<file path="src/rtl/flex_cnt_pkg.sv">
// flex_cnt_pkg: shared state and direction definitions for the flex up/down counter
package flex_cnt_pkg;
  typedef enum logic {RUN, HOLD} flex_cnt_state_t;
  localparam logic DIR_UP = 1'b1;
  localparam logic DIR_DOWN = 1'b0;
endpackage

</file>
<file path="src/rtl/flex_cnt_next_val.sv">
// flex_cnt_next_val: one up/down step with wrap-to-1 and terminal detection of the stepped value
module flex_cnt_next_val
  import flex_cnt_pkg::*;
#(
  parameter int NUM_CNT_BITS = 4
) (
  input  logic [NUM_CNT_BITS-1:0] count,
  input  logic                    up_down,
  input  logic [NUM_CNT_BITS-1:0] rollover_val,
  output logic [NUM_CNT_BITS-1:0] next_count,
  output logic                    is_terminal
);
  localparam logic [NUM_CNT_BITS-1:0] ONE = NUM_CNT_BITS'(1);
  always_comb begin
    next_count = (up_down == DIR_UP) ? ((count >= rollover_val) ? ONE : count + ONE)
                                     : ((count <= ONE) ? rollover_val : count - ONE);
    is_terminal = next_count == ((up_down == DIR_UP) ? rollover_val : ONE);
  end
endmodule

</file>
<file path="src/rtl/flex_counter_updn.sv">
// flex_counter_updn: programmable up/down counter with load, clear and one-shot hold at terminal
module flex_counter_updn
  import flex_cnt_pkg::*;
#(
  parameter int NUM_CNT_BITS = 4
) (
  input  logic                    clk,
  input  logic                    rst,
  input  logic                    clear,
  input  logic                    count_enable,
  input  logic                    up_down,
  input  logic                    one_shot,
  input  logic                    load,
  input  logic [NUM_CNT_BITS-1:0] load_val,
  input  logic [NUM_CNT_BITS-1:0] rollover_val,
  output logic [NUM_CNT_BITS-1:0] count_out,
  output logic                    rollover_flag,
  output logic                    done
);
  localparam logic [NUM_CNT_BITS-1:0] ONE = NUM_CNT_BITS'(1);
  flex_cnt_state_t state, state_d;
  logic [NUM_CNT_BITS-1:0] step_val, count_d, term_val;
  logic step_term, step_ok, flag_d;
  flex_cnt_next_val #(.NUM_CNT_BITS(NUM_CNT_BITS)) u_next (
    .count(count_out),
    .up_down(up_down),
    .rollover_val(rollover_val),
    .next_count(step_val),
    .is_terminal(step_term)
  );
  always_comb begin
    step_ok = count_enable && state == RUN && rollover_val != '0;
    count_d = clear ? '0 : load ? load_val : step_ok ? step_val : count_out;
    state_d = (clear || load) ? RUN : (step_ok && one_shot && step_term) ? HOLD : state;
    term_val = (up_down == DIR_UP) ? rollover_val : ONE;
    flag_d = !clear && rollover_val != '0 && count_d == term_val;
  end
  always_ff @(posedge clk) begin
    if (rst) begin
      state <= RUN;
      count_out <= '0;
      rollover_flag <= 1'b0;
    end else begin
      state <= state_d;
      count_out <= count_d;
      rollover_flag <= flag_d;
    end
  end
  assign done = state == HOLD;
endmodule

</file>
<file path="config.mk">
export PLATFORM = sky130hd
export DESIGN_NAME = flex_counter_updn
export DESIGN_NICKNAME = d
export VERILOG_FILES = /design/src/rtl/flex_cnt_pkg.sv /design/src/rtl/flex_cnt_next_val.sv /design/src/rtl/flex_counter_updn.sv
export SDC_FILE = /design/constraint.sdc
export NUM_CORES = 1
export LEC_CHECK = 0
export CAP_MARGIN = 20
export CORE_MARGIN = 10
export CORE_UTILIZATION = 47
export CTS_BUF_LIST = sky130_fd_sc_hd__clkbuf_2
export CTS_CLUSTER_SIZE = 10
export DETAILED_ROUTE_END_ITERATION = 10
export PLACE_DENSITY = 0.78
export SYNTH_ARGS = -nofsm -noshare
export SYNTH_HDL_FRONTEND = slang
export SYNTH_SLANG_ARGS = --single-unit
export TNS_END_PERCENT = 100
</file>
<file path="constraint.sdc">
create_clock -name clk -period 2.1 [get_ports clk]
set_input_delay 0.315 -clock clk [delete_from_list [all_inputs] [get_ports clk]]
set_output_delay 0.315 -clock clk [all_outputs]
set_load 0.02 [all_outputs]
</file>
==> impl_results.md <==
- Post-Syn Area per Cell: approximately 6.9 µm²
- Syn nets: 164
- Syn Std Cell Area: 983 µm²
- Hold path depth: 2
- Status: completed
- Least-Margin Pin Slew: roughly 0.54 ns
- GP Congestion: between 0.9 and 1
- Worst ir drop on vdd: ~360 µV
- WHS Endpoint: done
- Fin. max-slew vios: 0
- Vias per cell: between 6 and 7
- CP arrival: 2.13 ns
- CTS tree: yes
- Power Total: between 500 and 600 µW
- Post-CTS Hold Fix Bufs: 0
- Post-synth EDFFs: 0
- CTS root buf: clkbuf_2
- Final hold violation count: 0
- Worst R2R End: rollover_flag
- N_diodes: 0
- Std cell rows: 16
- Area Overhead vs Synth: 67.6%
- Pwr dens: roughly 340 mW/mm²
- CTS sink cnt: 6
- Hold Startpoint: done
- Most common cell after layout, fill and taps aside: buf_4
- Die Span Y: roughly 66 µm
- Post-synth top area cell: dfxtp_1
- Setup CP Type: input pin to flip-flop
- Vias in the first global route: between 1k and 1.5k
- Largest family of logic cells by synthesized area: compound AO/OA/AOI/OAI gates
- Initial Util: roughly 50%
- Pin count of the biggest net entering global routing: 17
- Post-synth top area share: roughly 12%
- Post-synthesis xor/xnor area fraction: around 3.6%
- Number of DRC markers in iteration 0: approximately 140
- Final HPWL DP: 3180 µm
- Cells after synthesis: around 140
- Synth unique cells: 53
- Worst Hold Class: flip-flop to flip-flop
- FMAX: approximately 490 MHz
- Post-route ant nets: 0
- Placed cell count: between 200 and 250
- Clk_skew: 0.00682 ns
- Most frequent cells in the layout: buf_4 (41), clkdlybuf4s50_1 (16), nand2_1 (12), nor2_1 (12), a21oi_1 (11)
- CP required: 2.19 ns
- TritonCTS Buffers: 3
- IO Pins: 21
- Max-slew headroom: 63.6%
- Synth top area cells: dfxtp_1 (12%), ha_1 (8.9%), a21oi_1 (7.1%), o21ai_0 (4.6%), nand2_1 (4.6%)
- Crit path launch type: input pin
- FF-to-FF Start: count_out[0]
- Worst R2R Setup Slack: a little over 0.06 ns
- WL/cell: ~21 µm
- Finished Layout Cells: 227
- Leakage dissipation: just under 0.0007 µW
- Clock Latency Late Sink: between 0.2 and 0.25 ns
- Ys async rst share: 0%
- Complex-gate fraction of the synthesized area: about 42%
- Routed Wire Length: between 4000 and 5000 µm
- Nets: between 200 and 250
- DR vias: between 1.5k and 2k
- Post-synthesis simple-gate area fraction: between 20% and 30%
- Post-synth top flop: dfxtp_1
- Initial antenna violation count: 0
- Max Buffers Root-to-Sink: 2
- Worst reg-to-reg path cell count: 8
- First-pass GRT wire length: between 6000 and 7000 µm
- All-layer global routing usage: 19.8%
- DR pass1 iterations: 7
- Final setup viols: 0
- Die Wd: approximately 66 µm
- Mux cell area share after synthesis: 0%
- Layout fillers: 134
- Max-cap viol count: 0
- Std-Cell Core Area: approximately 0.0020 mm²
- Synth warn: 0
- Yosys reg bits: 6
- H-tree levels: 1
- Crit. End Element: flip-flop
- Fin crit period: between 2 and 2.5 ns
- GRT overflow: 0
- DR DRC count: 0
- Port bufs: 20
- Area share of fa/ha/maj cells after synthesis: 8.91%
- Layout cell share with drive strength beyond 1: a little over a third
- DIE AREA: around 0.0043 mm²
- Clock Pin Slew Worst Setup and Hold Paths: 0.06 ns
- Tcrit/Tclk final: approximately 97%
- Part of the Yosys area used for sequential elements: 12.2%
- Worst Path Max Fanout: 3
critical path, cell delays in order:
cell	delay, ns
dlygate4sd2_1	0.26
inv_2	0.09
ha_4	0.20
o211ai_1	0.28
buf_4	0.18
o211ai_1	0.12
buf_4	0.17
buf_4	0.12
o22ai_2	0.15
nand2_1	0.08
nand4_1	0.09
o32ai_1	0.09
kinds of logic after synthesis:
kind of cell             Yosys count
adder cells (fa/ha/maj)            7
AND/OR/NAND/NOR                   48
XOR/XNOR                           4
buffers and inverters             16
AO/OA/AOI/OAI                     61
flip-flops                         6
sequential cells by signal, indices dropped and copies added (netlist names):
name / cells
count_out: 4
done: 1
rollover_flag: 1
through the flow:
step                      cell area, µm²  TNS [ns]  util [%]  worst slack (ns)  hold slack, ns
final                               1650         0      83.1            0.0620           0.544
after global routing                1650   -0.0733      83.1           -0.0440           0.584
after floorplan                      990         0         -            0.0410           0.451
after CTS                           1560         0      78.7           0.00169           0.513
after global placement              1440    -0.946      72.7            -0.354           0.495
after detailed placement            1440     -1.27      72.7            -0.435           0.506
Yosys cell counts (all sizes together) (2+ instances only):
master,count
a21o,2
a21boi,2
ha,7
o21bai,2
buf,2
o21ai,12
clkbuf,4
nor3,2
a21oi,14
xnor2,3
o311ai,3
nand3,3
a211oi,2
nand4b,2
nand2,12
inv,9
nand4,2
or2,2
o211ai,4
nand2b,3
nor2b,3
dfxtp,6
o22ai,5
nor4,3
nor2,12
a221oi,2
layer usage:
metal | global-route usage [%] | up-vias | part of all wire (%)
met5 | 0 | - | 0
met4 | 7.75 | 0 | 5.5
met3 | 4.58 | 41 | 10
met2 | 32.9 | 137 | 47
met1 | 24.0 | 719 | 37
li1 | - | 665 | -
power by group:
| group | switching [µW] | leakage (µW) | internal (µW) | total, µW |
|---|---|---|---|---|
| Sequential | 5.99 | 0.0000507 | 117 | 123 |
| Combinational | 187 | 0.000617 | 174 | 362 |
| Clock | 45.0 | 0.0000125 | 38.7 | 83.7 |
area by class of cell:
cell class	count	area, µm²	share of cell area, %
Multi-Input combinational cell	120	926	56.2
Timing Repair Buffer	61	507	30.8
Sequential cell	6	129	7.82
Inverter	10	37.5	2.28
Tap cell	27	33.8	2.05
Clock buffer	3	15.0	0.911
worst max-delay path by stage:
stage / startpoint / endpoint / slack, ns / cells past startpoint
floorplan: count_out[1] / rollover_flag / 0.04 / 8
finish: rollover_val[1] / done / 0.06 / 12
global route: count_out[0] / rollover_flag / -0.04 / 8
global placement: rollover_val[3] / rollover_flag / -0.35 / 10
detailed placement: rollover_val[3] / rollover_flag / -0.44 / 10
CTS: count_out[0] / rollover_flag / 0.002 / 8
timing repair:
item                       CTS  global route
setup endpoints to repair    3             3
pin swaps                   14             7
setup buffers                8             2
resized for setup           14            16
Power figures use the tool's default switching activity.
